[config.mk]
export PLATFORM = sky130hd
export DESIGN_NAME = fifo_rd_stream_flat
export DESIGN_NICKNAME = d
export VERILOG_FILES = /design/src/rtl/fifo_rd_stream_if.sv /design/src/rtl/fifo_rd_stream.sv /design/src/flat_wrapper.sv
export SDC_FILE = /design/constraint.sdc
export NUM_CORES = 1
export LEC_CHECK = 0
export ABC_AREA = 1
export CAP_MARGIN = 10
export CORE_ASPECT_RATIO = 1.75
export CORE_MARGIN = 10
export CORE_UTILIZATION = 50
export DETAILED_ROUTE_END_ITERATION = 16
export PLACE_DENSITY = 0.79
export SYNTH_ARGS = -nofsm -noshare
export SYNTH_HDL_FRONTEND = slang
export SYNTH_SLANG_ARGS = --single-unit
[constraint.sdc]
create_clock -name clk -period 2.74 [get_ports clk]
set_input_delay 0.548 -clock clk [delete_from_list [all_inputs] [get_ports clk]]
set_output_delay 0.548 -clock clk [all_outputs]
set_load 0.01 [all_outputs]
[src/rtl/fifo_rd_stream_if.sv]
// FIFO read port plus valid/ready output stream of fifo_rd_stream.
// master is the stage itself; slave is the FIFO/consumer side.
interface fifo_rd_stream_if #(
    parameter int DATA_WIDTH = 4,
    parameter int CNT_WIDTH  = 16
);
    logic                  fifo_empty;
    logic [DATA_WIDTH-1:0] fifo_rd;
    logic                  fifo_r_en;
    logic                  out_valid;
    logic                  out_ready;
    logic [DATA_WIDTH-1:0] out_data;
    logic [CNT_WIDTH-1:0]  word_cnt;

    modport master (
        input  fifo_empty,
        input  fifo_rd,
        input  out_ready,
        output fifo_r_en,
        output out_valid,
        output out_data,
        output word_cnt
    );

    modport slave (
        output fifo_empty,
        output fifo_rd,
        output out_ready,
        input  fifo_r_en,
        input  out_valid,
        input  out_data,
        input  word_cnt
    );
endinterface

[src/rtl/fifo_rd_stream.sv]
// Read-side stage behind the synchronous FIFO: absorbs its 1-cycle read
// latency and re-times words into a 2-entry valid/ready skid buffer.
module fifo_rd_stream #(
    parameter int DATA_WIDTH = 4,
    parameter int CNT_WIDTH  = 16
) (
    input  logic               clk,
    input  logic               rst,
    input  logic               flush,
    fifo_rd_stream_if.master   bus
);
    logic [1:0]            cnt;
    logic [1:0]            cnt_next;
    logic [2:0]            occ;
    logic                  inflight;
    logic                  head;
    logic                  tail;
    logic                  head_next;
    logic                  pop_out;
    logic                  capture;
    logic                  r_en;
    logic [DATA_WIDTH-1:0] mem [2];
    logic [DATA_WIDTH-1:0] data_q;
    logic [DATA_WIDTH-1:0] data_next;
    logic [CNT_WIDTH-1:0]  word_cnt_q;

    assign pop_out = (cnt != 2'd0) & bus.out_ready;
    assign capture = inflight & ~flush;

    // Credit counts the word still in the FIFO read register.
    assign occ  = {1'b0, cnt} + {2'b0, inflight} - {2'b0, pop_out};
    assign r_en = rst & ~flush & ~bus.fifo_empty & (occ < 3'd2);

    assign cnt_next  = cnt + {1'b0, capture} - {1'b0, pop_out};
    assign head_next = head ^ pop_out;

    // Registered head: bypass the incoming word when it lands at the head.
    always_comb begin
        data_next = data_q;
        if (cnt_next != 2'd0) begin
            if (capture && (head_next == tail)) begin
                data_next = bus.fifo_rd;
            end else begin
                data_next = mem[head_next];
            end
        end
    end

    always_ff @(posedge clk) begin
        if (capture) begin
            mem[tail] <= bus.fifo_rd;
        end
    end

    always_ff @(posedge clk) begin
        if (!rst) begin
            cnt        <= 2'd0;
            inflight   <= 1'b0;
            head       <= 1'b0;
            tail       <= 1'b0;
            data_q     <= '0;
            word_cnt_q <= '0;
        end else begin
            word_cnt_q <= word_cnt_q + CNT_WIDTH'(pop_out);
            if (flush) begin
                cnt      <= 2'd0;
                inflight <= 1'b0;
                head     <= 1'b0;
                tail     <= 1'b0;
            end else begin
                cnt      <= cnt_next;
                inflight <= r_en & ~bus.fifo_empty;
                head     <= head_next;
                tail     <= tail ^ capture;
                data_q   <= data_next;
            end
        end
    end

    assign bus.fifo_r_en = r_en;
    assign bus.out_valid = (cnt != 2'd0);
    assign bus.out_data  = data_q;
    assign bus.word_cnt  = word_cnt_q;
endmodule

[src/flat_wrapper.sv]
// flat-port wrapper written by rule: the top's interface ports become plain ports
module fifo_rd_stream_flat 
#(
    parameter int DATA_WIDTH = 4,
    parameter int CNT_WIDTH  = 16
)
  (clk, rst, flush, bus_fifo_empty, bus_fifo_rd, bus_out_ready, bus_fifo_r_en, bus_out_valid, bus_out_data, bus_word_cnt);
  fifo_rd_stream_if #(.DATA_WIDTH(DATA_WIDTH), .CNT_WIDTH(CNT_WIDTH)) bus_i ();
  input  logic clk;
  input  logic rst;
  input  logic flush;
  input wire logic [$bits(bus_i.fifo_empty)-1:0] bus_fifo_empty;
  input wire logic [$bits(bus_i.fifo_rd)-1:0] bus_fifo_rd;
  input wire logic [$bits(bus_i.out_ready)-1:0] bus_out_ready;
  output wire logic [$bits(bus_i.fifo_r_en)-1:0] bus_fifo_r_en;
  output wire logic [$bits(bus_i.out_valid)-1:0] bus_out_valid;
  output wire logic [$bits(bus_i.out_data)-1:0] bus_out_data;
  output wire logic [$bits(bus_i.word_cnt)-1:0] bus_word_cnt;
  assign bus_i.fifo_empty = bus_fifo_empty;
  assign bus_i.fifo_rd = bus_fifo_rd;
  assign bus_i.out_ready = bus_out_ready;
  assign bus_fifo_r_en = bus_i.fifo_r_en;
  assign bus_out_valid = bus_i.out_valid;
  assign bus_out_data = bus_i.out_data;
  assign bus_word_cnt = bus_i.word_cnt;
  fifo_rd_stream #(.DATA_WIDTH(DATA_WIDTH), .CNT_WIDTH(CNT_WIDTH)) u_core (.clk(clk), .rst(rst), .flush(flush), .bus(bus_i));
endmodule
# After elaboration in Yosys (flattened, before gate mapping)
# Memories as Yosys holds them, arrays and structs flattened. A register that Yosys moved wholly into a read port is not among the register bits.
# Index checks and enable logic that the tools add are counted.
[op_classes] add_sub_neg=5 order_cmp=1 n_mux=2 n_bitwise=11 n_reduce_logical=5
[ops] op="$add A16 B1 Y16" count=1
[ops] op="$and A1 B1 Y1" count=6
[ops] op="$reduce_bool A2 Y1" count=2
[ops] op="$add A2 B1 Y3" count=1
[ops] op="$lt A3 B2 Y1 const B" count=1
[ops] op="$not A1 Y1" count=3
[ops] op="$sub A3 B1 Y3" count=1
[ops] op="$add A2 B1 Y2" count=1
[ops] op="$mux W1" count=2
[ops] op="$reduce_and A2 Y1" count=1
[ops] op="$reduce_or A2 Y1" count=1
[ops] op="$sub A2 B1 Y2" count=1
[ops] op="$xor A1 B1 Y1" count=2
[ops] op="$logic_not A1 Y1" count=1
[totals] register_bits=21 mem_bits_rw=8 out_inout_bits=22 wordCells=30 memories=1
[memory_table] name="u_core.mem" depth=2 width=4 rd=1 rd_ports_with_merged_regs=1 wr=1 line_no="fifo_rd_stream.sv:22" source="logic [DATA_WIDTH-1:0] mem [2];"

# Depth between registers and ports, before layout
[logic_depth] ltp_word=6 mapped_depth=13

# Worst setup path before layout
# Ideal clock, no wire load.
[synth_path] path_type="input port to output port" start="input bus_out_ready" end="output bus_fifo_r_en" t_arrival_ps=2058 required_ps=2192 path_slack_ps=134 stages=8 cell_sequence="o21ai_1 -> inv_1 -> ha_1 -> inv_1 -> nand2_1 -> fa_1 -> inv_1 -> nor4_1"
[synth_via] elab_chain_cells=4
[synth_lines] element="start: declaration" line_no="flat_wrapper.sv:14" source="input wire logic [$bits(bus_i.out_ready)-1:0] bus_out_ready;"
[synth_lines] element="$and A1 B1 Y1" line_no="fifo_rd_stream.sv:27" source="assign pop_out = (cnt != 2'd0) & bus.out_ready;"
[synth_lines] element="$sub A3 B1 Y3" line_no="fifo_rd_stream.sv:31" source="assign occ = {1'b0, cnt} + {2'b0, inflight} - {2'b0, pop_out};"
[synth_lines] element="$lt A3 B2 Y1" line_no="fifo_rd_stream.sv:32" source="assign r_en = rst & ~flush & ~bus.fifo_empty & (occ < 3'd2);"
[synth_lines] element="$and A1 B1 Y1" line_no="fifo_rd_stream.sv:32"
[synth_lines] element="end: declaration" line_no="flat_wrapper.sv:15" source="output wire logic [$bits(bus_i.fifo_r_en)-1:0] bus_fifo_r_en;"
# Every way passes these cells.

# Final worst setup path
[layout_path] start="register u_core.cnt[1]" end="register u_core.word_cnt_q[8], in the netlist u_core.bus.word_cnt[8]"
[layout_via] elab_chain_cells=3
[layout_lines] element="start: declaration" line_no="fifo_rd_stream.sv:12" source="logic [1:0] cnt;"
[layout_lines] element="start signal: assignment" line_no="fifo_rd_stream.sv:71" source="cnt <= cnt_next;"
[layout_lines] element="$reduce_bool A2 Y1" line_no="fifo_rd_stream.sv:27"
[layout_lines] element="$and A1 B1 Y1" line_no="fifo_rd_stream.sv:27"
[layout_lines] element="$add A16 B1 Y16" line_no="fifo_rd_stream.sv:64" source="word_cnt_q <= word_cnt_q + CNT_WIDTH'(pop_out);"
[layout_lines] element="end signal: assignment" line_no="fifo_rd_stream.sv:64"
[layout_lines] element="end: declaration" line_no="fifo_rd_stream.sv:25" source="logic [CNT_WIDTH-1:0] word_cnt_q;"
# Every way passes these cells.
# A chain may end at the register's enable or synchronous reset.

==> impl_metrics.env <==
export IMPL_outcome="finished with violations"
export IMPL_violations="negative setup slack"
export IMPL_grt_pass1_vias=1416
export IMPL_grt_pass1_wl_um=6200
export IMPL_synth_cell_types=23
export IMPL_die_h_um=93.9
export IMPL_p_int_w=0.000720
export IMPL_ioPinCount=31
export IMPL_cts_hold_buf=0
export IMPL_setup_viol=1
export IMPL_crit_path_cell_trace="o21ai_2 -> inv_2 -> buf_4 -> buf_4 -> buf_4 -> buf_4 -> buf_4 -> buf_4 -> buf_4 -> buf_4 -> buf_4 -> ha_2 -> ha_2 -> nand2_2 -> nor2_4 -> nand4_1 -> buf_4 -> inv_1 -> a21oi_1 -> nor3_1"
export IMPL_drtPass1Iterations=4
export IMPL_cp_top_family="buffers and inverters"
export IMPL_critPathKind="flip-flop to flip-flop"
export IMPL_final_util_pct=74.4
export IMPL_cts_sinks=33
export IMPL_clkTransAtPathRegs_ns=0.07
export IMPL_root_buffer="clkbuf_8"
export IMPL_maxCapViolCount=0
export IMPL_drc=0
export IMPL_p_switching_w=0.000220
export IMPL_wl_per_cell_um=13.9
export IMPL_power_leakage_nw=0.974
export IMPL_synthTopCellsByArea="dfxtp_1 32%, edfxtp_1 15%, nand2_1 10%, inv_1 7.5%, ha_1 5.6%"
export IMPL_cp_num_buf_inv=12
export IMPL_initial_core_util_pct=52.7
export IMPL_cts_buffer_depth=2
export IMPL_ys_warnings_count=0
export IMPL_fmax_ghz=0.364
export IMPL_fill_cells=211
export IMPL_tritoncts="built"
export IMPL_ys_ff_latch=33
export IMPL_crit_slowest_cell="dfxtp_2"
export IMPL_min_delay_path_class="flip-flop to flip-flop"
export IMPL_globalplace_congestion=0.748
export IMPL_drive_gt1_share_pct=21.3
export IMPL_syn_to_final_growth_pct=41.1
export IMPL_wirelength_um=4120
export IMPL_worst_slew_pin_slew_ns=0.353
export IMPL_port_buffers=30
export IMPL_arrival_ns=2.91
export IMPL_synth_nets=212
export IMPL_skew_ns=0.00748
export IMPL_die_area_sq_um=5840
export IMPL_path_common_cell="buf_4"
export IMPL_worst_slack_ns=-0.0107
export IMPL_grt_usage_pct=13.1
export IMPL_total_power_w=0.000940
export IMPL_cp_required_ns=2.90
export IMPL_syn_area_sq_um=1560
export IMPL_slew_headroom_pct=76.4
export IMPL_routed_via_density=5.03
export IMPL_vias=1490
export IMPL_syn_avg_cell_area_sq_um=8.00
export IMPL_peakVddDrop_uv=392
export IMPL_nets=270
export IMPL_row_count=26
export IMPL_overflow=0
export IMPL_hold_viol_final=0
export IMPL_seqPwrFrac_pct=54.1
export IMPL_drtAntennaViolNets=0
export IMPL_period_minus_slack_ns=2.75
export IMPL_postSynthCellCount=195
export IMPL_synth_top_area_share_pct=32.1
export IMPL_power_density_nw_per_um2=427
export IMPL_slew_viol_final=0
export IMPL_core_sq_um=2960
export IMPL_drt_iter0_drc=48
export IMPL_path_max_fanout=4
export IMPL_switching_share_pct=23.4
export IMPL_clockPowerShare_pct=37.3
export IMPL_n_antenna_cell=0
export IMPL_slowest_delay_ns=0.33
export IMPL_dp_hpwl_um=2620
export IMPL_antenna_found_initial=0
export IMPL_cts_made_buffers=5
export IMPL_rsz0062_at_grt="true"
export IMPL_end_kind="flip-flop"
export IMPL_worstSkewPairLatency_ns=0.28
export IMPL_ys_seq_area_share_pct=47.5
export IMPL_grt_max_degree=12
export IMPL_p_comb_share_pct=8.6
export IMPL_die_width_um=62.2
export IMPL_final_period_utilization_pct=100
export IMPL_start_kind="flip-flop"
export IMPL_synth_area_leader_cell="dfxtp_1"
export IMPL_htreeDepth=2
[cell families (layout without fill, tap and decap cells)]
group | Yosys count | after routing | share of synthesized area, %
xor+xnor | 3 | 3 | 1.68
fa+ha+maj | 8 | 8 | 6.90
buf+inv | 33 | 92 | 8.10
simple gates | 99 | 99 | 29.3
flops | 33 | 33 | 47.5
compound gates | 19 | 19 | 6.58
[cell usage after synthesis]
cell      number
edfxtp_1       8
dfxtp_1       25
nor4_1         2
nor2_1        20
nand2_2        3
o21ai_0        4
nand4_1        4
xor2_1         2
nor3_1         4
a21oi_1       11
nand3_2        2
ha_1           7
nor2_2         2
nor3_4         1
inv_1         31
buf_2          2
nand2_1       43
nor3_2         1
xnor2_1        1
nand3_1       17
o21ai_1        1
o21a_1         3
fa_1           1
[path summary, 6_finish.rpt]
check	startpoint	endpoint	slack, ns	depth (start not counted)
worst max-delay path	u_core.cnt[1]	u_core.bus.word_cnt[8]	-0.01	20
worst min register to register	u_core.bus.word_cnt[15]	u_core.bus.word_cnt[15]	0.47	2
worst min-delay path	u_core.bus.word_cnt[15]	u_core.bus.word_cnt[15]	0.47	2
worst max register to register	u_core.cnt[1]	u_core.bus.word_cnt[8]	-0.01	20
[placed cells by master, fill, tap and decap left out, types with 2 or more instances in the layout]
cell type        instances
nand2_1                 41
clkdlybuf4s50_1         28
inv_1                   27
dfxtp_1                 24
buf_4                   23
nor2_1                  20
nand3_1                 17
a21oi_1                 11
edfxtp_1                 8
clkbuf_8                 5
nand2_2                  4
nand4_1                  4
nor3_1                   4
o21ai_0                  4
ha_1                     4
inv_2                    3
o21a_1                   3
xor2_1                   2
nand3_2                  2
ha_2                     2
clkinv_2                 2
buf_2                    2
[metrics by stage]
step                worst slack [ns]  TNS [ns]  instance area, sq um  std cells  hold slack (ns)
floorplan                      0.134         0                  1560        195            0.488
global placement              -0.737    -0.737                  1960        272            0.461
detailed placement            -0.780    -0.780                  1960        272            0.463
CTS                         -0.00810  -0.00810                  2140        293            0.473
global route                  -0.109    -0.365                  2200        296            0.503
finish                       -0.0107   -0.0107                  2200        296            0.474
[routing by layer]
metal  global-route usage (%)  wire, um
met1                     11.5      1430
met2                     24.7      2330
met3                     4.66       278
met4                     8.24        85
met5                        0         0
[area by class of cell]
type	count	area [sq um]	area share [%]
repair buffers	53	463	21.0
flip-flops and latches	33	742	33.7
inverters	31	119	5.40
clock buffers	6	72.6	3.30
clock inverters	2	10.0	0.455
well taps	42	52.6	2.39
multi-input cells	129	743	33.8
[state kept, by name (all words and copies together), names as in the netlist]
register,cells
u_core.bus.word_cnt,16
u_core.bus.out_data,4
u_core.mem,8
u_core.head,1
u_core.cnt,2
u_core.inflight,1
u_core.tail,1
[worst reg2reg max path, stage by stage, from the launching register on]
cell and delay, ns:
dfxtp_2 0.33, o21ai_2 0.17, inv_2 0.07, buf_4 0.13, buf_4 0.12, buf_4 0.13
buf_4 0.12, buf_4 0.12, buf_4 0.12, buf_4 0.12, buf_4 0.12, buf_4 0.12
ha_2 0.17, ha_2 0.18, nand2_2 0.09, nor2_4 0.05, nand4_1 0.11, buf_4 0.13
inv_1 0.03, a21oi_1 0.12, nor3_1 0.06
[repair_timing]
action / in CTS / in global routing
pin swaps: 1 / 5
gates resized for setup: 10 / 15
setup endpoints to repair: 1 / 9
buffers inserted: 13 / 3
endpoints found under the hold margin: 0 / 0
[power by group through the flow]
stage               Sequential [W]  Clock [W]  Combinational, W
finish                    0.000508   0.000351         0.0000806
global route              0.000509   0.000378         0.0000883
CTS                       0.000508   0.000353         0.0000760
detailed placement        0.000519          0         0.0000688
global placement          0.000518          0         0.0000675
floorplan                 0.000520          0         0.0000320
No activity file was read; power rests on OpenSTA's default activity.
